## config.mk

```make
export PLATFORM = sky130hd
export DESIGN_NAME = tc_io_port
export DESIGN_NICKNAME = d
export VERILOG_FILES = /design/src/rtl/tc_io_pkg.sv /design/src/rtl/tc_io_fifo.sv /design/src/rtl/tc_io_port.sv
export SDC_FILE = /design/constraint.sdc
export NUM_CORES = 1
export LEC_CHECK = 0
export ABC_CLOCK_PERIOD_IN_PS = 6820
export BUFFER_PORTS_ARGS = -buffer_cell sky130_fd_sc_hd__buf_2
export CELL_PAD_IN_SITES_DETAIL_PLACEMENT = 0
export CELL_PAD_IN_SITES_GLOBAL_PLACEMENT = 1
export CORE_MARGIN = 8
export CORE_UTILIZATION = 56
export DETAILED_ROUTE_END_ITERATION = 8
export HOLD_SLACK_MARGIN = 0.06
export PLACE_DENSITY_LB_ADDON = 0.1
export SLEW_MARGIN = 20
export SYNTH_ARGS = -nofsm -noshare
export SYNTH_HDL_FRONTEND = slang
export SYNTH_HIERARCHICAL = 1
export SYNTH_SLANG_ARGS = --single-unit
```

## constraint.sdc

```tcl
create_clock -name Ph0 -period 6.82 [get_ports Ph0]
set_clock_uncertainty 0.15 [all_clocks]
set_input_delay 0.682 -clock Ph0 [delete_from_list [all_inputs] [get_ports Ph0]]
set_output_delay 0.682 -clock Ph0 [all_outputs]
set_load 0.01 [all_outputs]
```

## src/rtl/tc_io_pkg.sv

```systemverilog
// Shared widths and depths for the tiny-computer I/O port.
// The core's register width and the per-direction FIFO depth are defined here.
package tc_io_pkg;

    localparam int TC_IO_WIDTH      = 32;
    localparam int TC_IO_DEPTH_LOG2 = 3;
    localparam int DEPTH            = 1 << TC_IO_DEPTH_LOG2;

endpackage

```

## src/rtl/tc_io_fifo.sv

```systemverilog
// Pointer-based single-clock FIFO with full/empty flags and a head output
// that reads zero whenever the FIFO holds nothing.
module tc_io_fifo
    import tc_io_pkg::*;
#(
    parameter int WIDTH      = TC_IO_WIDTH,
    parameter int DEPTH_LOG2 = TC_IO_DEPTH_LOG2
) (
    input  logic             clk,
    input  logic             reset,
    input  logic             push,
    input  logic             pop,
    input  logic [WIDTH-1:0] wr_data,
    output logic [WIDTH-1:0] head,
    output logic             empty,
    output logic             full
);

    localparam int ENTRIES = 1 << DEPTH_LOG2;

    logic [WIDTH-1:0]    mem [ENTRIES];
    logic [DEPTH_LOG2:0] wr_ptr;
    logic [DEPTH_LOG2:0] rd_ptr;

    // The extra pointer MSB separates the full case from the empty case.
    assign empty = (wr_ptr == rd_ptr);
    assign full  = (wr_ptr[DEPTH_LOG2] != rd_ptr[DEPTH_LOG2]) &&
                   (wr_ptr[DEPTH_LOG2-1:0] == rd_ptr[DEPTH_LOG2-1:0]);

    always_ff @(posedge clk) begin
        if (reset) begin
            wr_ptr <= '0;
            rd_ptr <= '0;
        end else begin
            if (push) begin
                wr_ptr <= wr_ptr + 1'b1;
            end
            if (pop) begin
                rd_ptr <= rd_ptr + 1'b1;
            end
        end
    end

    // Storage needs no reset: stale entries are unreachable once pointers clear.
    always_ff @(posedge clk) begin
        if (push) begin
            mem[wr_ptr[DEPTH_LOG2-1:0]] <= wr_data;
        end
    end

    // Head is a pure function of registered pointers and storage, so it stays
    // stable across the whole core instruction cycle.
    assign head = empty ? '0 : mem[rd_ptr[DEPTH_LOG2-1:0]];

endmodule

```

## src/rtl/tc_io_port.sv

```systemverilog
// I/O responder beside the tiny-computer core: a host-to-core input FIFO and a
// core-to-host output FIFO, plus sticky underflow/overflow flags.
module tc_io_port
    import tc_io_pkg::*;
#(
    parameter int WIDTH      = TC_IO_WIDTH,
    parameter int DEPTH_LOG2 = TC_IO_DEPTH_LOG2
) (
    input  logic             Ph0,
    input  logic             Reset,
    output logic [WIDTH-1:0] InData,
    output logic             InRdy,
    input  logic             InStrobe,
    input  logic             OutStrobe,
    input  logic [WIDTH-1:0] OutData,
    input  logic [WIDTH-1:0] HostInData,
    input  logic             HostInValid,
    output logic             HostInReady,
    output logic [WIDTH-1:0] HostOutData,
    output logic             HostOutValid,
    input  logic             HostOutReady,
    output logic             InUnderflow,
    output logic             OutOverflow,
    input  logic             ClearErr
);

    logic in_empty;
    logic in_full;
    logic in_push;
    logic in_pop;
    logic out_empty;
    logic out_full;
    logic out_push;
    logic out_pop;

    // A full input FIFO still takes a host word when the core pops the head
    // on the same edge, so a streaming host never loses a slot.
    assign HostInReady = (~in_full | InStrobe) & ~Reset;
    assign in_push     = HostInValid & HostInReady;
    assign in_pop      = InStrobe & ~in_empty;
    assign InRdy       = ~in_empty;

    tc_io_fifo #(
        .WIDTH      (WIDTH),
        .DEPTH_LOG2 (DEPTH_LOG2)
    ) in_fifo (
        .clk     (Ph0),
        .reset   (Reset),
        .push    (in_push),
        .pop     (in_pop),
        .wr_data (HostInData),
        .head    (InData),
        .empty   (in_empty),
        .full    (in_full)
    );

    // Output side uses pre-edge fullness, so a host pop cannot make room
    // for a word strobed on that same edge.
    assign out_push     = OutStrobe & ~out_full;
    assign out_pop      = HostOutValid & HostOutReady;
    assign HostOutValid = ~out_empty;

    tc_io_fifo #(
        .WIDTH      (WIDTH),
        .DEPTH_LOG2 (DEPTH_LOG2)
    ) out_fifo (
        .clk     (Ph0),
        .reset   (Reset),
        .push    (out_push),
        .pop     (out_pop),
        .wr_data (OutData),
        .head    (HostOutData),
        .empty   (out_empty),
        .full    (out_full)
    );

    // A fresh error event outranks ClearErr on the same edge.
    always_ff @(posedge Ph0) begin
        if (Reset) begin
            InUnderflow <= 1'b0;
            OutOverflow <= 1'b0;
        end else begin
            if (InStrobe && in_empty) begin
                InUnderflow <= 1'b1;
            end else if (ClearErr) begin
                InUnderflow <= 1'b0;
            end
            if (OutStrobe && out_full) begin
                OutOverflow <= 1'b1;
            end else if (ClearErr) begin
                OutOverflow <= 1'b0;
            end
        end
    end

endmodule
```

# Word level (Yosys, flattened, before mapping)
# Memory sizes are Yosys's and may differ from the RTL's. A register that Yosys moved wholly into a read port is not among the register bits.
# Index checks and enable logic that the tools add are counted.
# word_totals
register_bits,18
ramBits,512
input_bits,71
wordCells,48
n_memories,2
# classes
addsub,4
eq_ne,6
n_mux,13
n_bitwise,11
n_reduce_logical,6
# mem_list
memory,words,width,rd,rd_clocked_by_memory_dff,write_ports,line,text
in_fifo.mem,8,32,1,1,1,tc_io_fifo.sv:21,logic [WIDTH-1:0] mem [ENTRIES];
out_fifo.mem,8,32,1,1,1,tc_io_fifo.sv:21,
# ops
cell,n
$mux W32,2
$add A4 B1 Y4 const B,4
$mux W3,4
$eq A4 B4 Y1,2
$mux W1,7
$eq A3 B3 Y1,2
$and A1 B1 Y1,5
$not A1 Y1,5
$logic_and A1 B1 Y1,4
$reduce_bool A2 Y1,2
$ne A1 B1 Y1,2
$or A1 B1 Y1,1

# Depth between registers and ports, before layout
# depth
ltp_word,8
ltp_mapped,9

# Cells and area by module
# Netlist, hierarchy kept.
# by_module_without_submodules
module,n_inst,cells_each,area_each_um2
tc_io_fifo,2,574,10485.1
tc_io_port,1,17,118.9

# Least setup slack after synthesis
# No wires, ideal clock.
# synth_path
path_type,input to register
startpoint,in InStrobe
endpoint,mem in_fifo/mem[2][0] (netlist name) (enable)
setup_time_ns,0.461
t_arrival_ns,3.482
slack_ns,2.727
cell_stages,4
cell_sequence,inv_2 -> a211oi_2 -> nand2_1 -> nor3_1
# synth_via
elab_chain_len,5
# synth_rtl
element,line,text
start: declaration,tc_io_port.sv:13,"input logic InStrobe,"
$or A1 B1 Y1,tc_io_port.sv:38,assign HostInReady = (~in_full | InStrobe) & ~Reset;
$and A1 B1 Y1,tc_io_port.sv:38,
$and A1 B1 Y1,tc_io_port.sv:39,assign in_push = HostInValid & HostInReady;
named net in_push,tc_io_port.sv:29,logic in_push;
$mux W1,tc_io_fifo.sv:46,if (push) begin
$mux W1 (implied by the code),tc_io_fifo.sv:47,mem[wr_ptr[DEPTH_LOG2-1:0]] <= wr_data;
end: declaration,tc_io_fifo.sv:21,
# The timed path passes the listed nets, and every way through them passes these cells.

==> results.md <==
* Count of cell types in the netlist at 28
* Cells on Worst Hold Path at 1
* Fill cells at 2695
* Post-synthesis sequential element count at about 540
* Fmax achieved at roughly 260 MHz
* Final instance area at 23720 sq um
* Post-synth net total at ~1200
* CP Launch Type: flip-flop
* CTS root buf: clkbuf_16
* Endpoint of the worst setup timing path: InData[20]
* Effective utilization at floorplan at 0.5639
* Mean instance size in the synthesized netlist at between 15 and 20 sq um
* Final Critical Period at 3.914 ns
* Fraction of layout instances using a drive strength above 1 at 0.1957
* Final hold violations at 0
* Largest vdd supply drop at approximately 0.24 mV
* Crit path max fanout at 51
* Switching power at 1.800 mW
* Number of detailed-route iterations in the first pass at 4
* Final sum of negative setup slack at 0 ns
* Cells taking the most area after synthesis: edfxtp_1, mux2i_1, a22oi_1
* Standard cell core area at approximately 37000 sq um
* Clock insertion delay at the later pin of the skew report at 0.58 ns
* Worst reg-to-reg path cell count at 7
* Count of buffers inserted at the top-level ports at 139
* Worst EP required at 5.99 ns
* Top cells by instance count after synthesis: edfxtp_1, mux2i_1, a22oi_1, and3_1, nor2_1
* Total global-route track usage at 0.1896
* ANT nets after route at 0
* Die Footprint at 44130 sq um
* Worst setup EP type: output port
* Placer's final routability congestion estimate at slightly above 0.7
* Final setup violation count at 0
* Launch point of the worst hold path: OutData[29]
* Residual overflow from global routing at 0
* Worst rel slew slack at 0.2849
* Data arrival time of the critical path at a little over 3 ns
* Width of the die at between 200 and 250 microns
* Reg2reg end: out_fifo/mem[7][8]
* Synthesized area at 21090 sq um
* Routed wire length at ~42000 microns
* Global-route wire length before repair at ~64000 microns
* Final number of max-transition violations at 0
* Proportion of power drawn by combinational gates at 0.136
* Pin count of the biggest net entering global routing at 70
* Placed Area at around 22000 sq um
* Flip-flop cell with the highest count after synthesis: edfxtp_1
* H-tree depth reported by CTS at 2
* Run status: completed
* Average routed wire per standard cell at 22.51 microns
* DRC violation count after routing at 0
* Count of maximum capacitance violations at 0
* Clk buf depth at 3
* Worst Max-Slew Pin Slew at 1.073 ns
* Post-route fraction of the period consumed by the critical path at 0.5740
* Ratio of total power to cell area at 311.4 nW/um^2
* Vias in the first global route at 10600
* Post-CTS setup repair buffer count at 0
* Startpoint of the worst register-to-register path: out_fifo/wr_ptr[0]
* Post-synth EDFFs at 512
* Number of top-level pins at between 100 and 150
* Type of the worst setup path: flip-flop to output port
* Switching Fraction at 0.2437
* Total clock sinks at 536
* Vias per cell at 5.649
* Number of antenna violations at the first check in global routing at 6
* Share of the yosys chip area belonging to registers at 0.7518
* Most instantiated library cell after synthesis: edfxtp_1
* TritonCTS buffer count at 52
* Clk pwr share at 0.352
* Number of instances resized during post-cts repair at 0
* Path class of the lowest-slack min-delay path: input port to flip-flop
* Die Y-Extent at 210.1 microns
* Number of core rows at 71
* HPWL after DPL at between 20000 and 25000 microns
* Fraction of synthesized cell area taken by the top area cell type at 0.7290
* Reported leakage power at roughly 7.9 nW
* Internal power at 5.585 mW
* Vias after detailed routing at 10580
* Net count reported at finish at 1393
* Slack of the worst reg-to-reg path at 3.79 ns
* Number of buffers inserted for hold repair after clock tree synthesis at 0
* Reg clk slew, reported paths at approximately 0.06 ns
* Fraction of synthesis flops using an asynchronous set or reset pin at 0
* RSZ-0062 raised after global routing: false
* Gate Count Post-Synth at 1165
* P&R area growth vs syn at 12.46%
* Post-synthesis cell type with the largest combined area: edfxtp_1
* Drt initial violations at 684
* Sequential Power Share at 0.512
* CTS tree: done
* Yosys warning total at 6
## layout make-up
cell class | instances | area, sq um | area share
clock inverters | 31 | 171.4 | 0.007227
multi-input cells | 553 | 4673 | 0.1970
inverters | 6 | 22.52 | 0.0009496
flip-flops and latches | 536 | 15860 | 0.6688
well taps | 511 | 639.4 | 0.02696
clock buffers | 64 | 1368 | 0.05766
repair buffers | 169 | 973.4 | 0.04104
diodes | 3 | 7.507 | 0.0003165
## worst max-delay path: stages (launching register included)
cell	delay [ns]
dfxtp_4	0.90
buf_4	0.71
mux2i_1	0.16
a22oi_1	0.21
and3_1	0.28
buf_2	0.17
## registers in the layout, summed over array words and instances (netlist names), named ones only
signal / count
out_fifo/mem: 256
OutOverflow: 1
in_fifo/rd_ptr: 4
in_fifo/wr_ptr: 4
InUnderflow: 1
out_fifo/rd_ptr: 4
in_fifo/mem: 256
out_fifo/wr_ptr: 4
## how the worst min path moves through the flow
stage	to	slack, ns
CTS	out_fifo/mem[1][29]	0.17
global placement	OutOverflow	0.30
floorplan	in_fifo/wr_ptr[3]	0.32
global route	in_fifo/mem[0][14]	0.19
finish	out_fifo/mem[1][29]	0.21
detailed placement	OutOverflow	0.31
## power by group through the flow
stage / logic (mW) / registers (mW) / clock network [mW]
6_report: 1.01 / 3.78 / 2.60
3_5_place_dp: 1.03 / 3.85 / 0
2_1_floorplan: 0.850 / 3.77 / 0
4_1_cts: 1.03 / 3.78 / 2.66
3_3_place_gp: 1.02 / 3.85 / 0
5_1_grt: 1.09 / 3.79 / 2.79
## metrics by stage
stage	worst slack (ns)	power, mW	hold WS [ns]	util	std cells
finish	2.906	7.385	0.2079	0.6342	1873
global route	2.754	7.668	0.1893	0.6341	1872
CTS	2.878	7.471	0.1743	0.6325	1868
detailed placement	3.511	4.875	0.3135	0.5913	1773
global placement	3.516	4.864	0.3013	0.5913	1773
floorplan	2.727	4.616	0.3213	-	1165
## per-layer routing
metal  share of wire  up-vias  wire [microns]  global-route usage
li1                -     4939               -                   -
met1            0.42     5347           17730              0.2407
met2            0.51      218           21500              0.3287
met3           0.049       69            2084             0.03713
met4           0.019        8             807             0.05614
met5          0.0011        -              46                   0
## cell usage in the layout, fill, tap and decap left out, types with 8 or more instances in the layout
cell,Yosys,layout
buf_4,4,27
dfxtp_1,24,22
buf_2,24,139
mux2i_1,260,260
clkinv_2,0,15
nand2_1,10,10
edfxtp_1,512,512
clkinv_1,0,13
nor2_1,33,19
nand2b_1,8,8
clkbuf_1,14,11
and3_1,64,64
xnor2_1,12,12
nor2_4,0,12
clkbuf_16,0,53
a22oi_1,128,128
## logic make-up (layout without fill, tap and decap cells)
logic type,Yosys count,after routing,share of synthesized area
buffers and inverters,76,270,0.03251
multiplexers,260,260,0.1234
adder cells (fa/ha/maj),4,4,0.002373
XOR/XNOR,18,18,0.007475
AND/OR/NAND/NOR,135,135,0.03459
other,0,3,0
flip-flops,536,536,0.7518
AO/OA/AOI/OAI,136,136,0.04782
(Power assumes the default switching activity.)
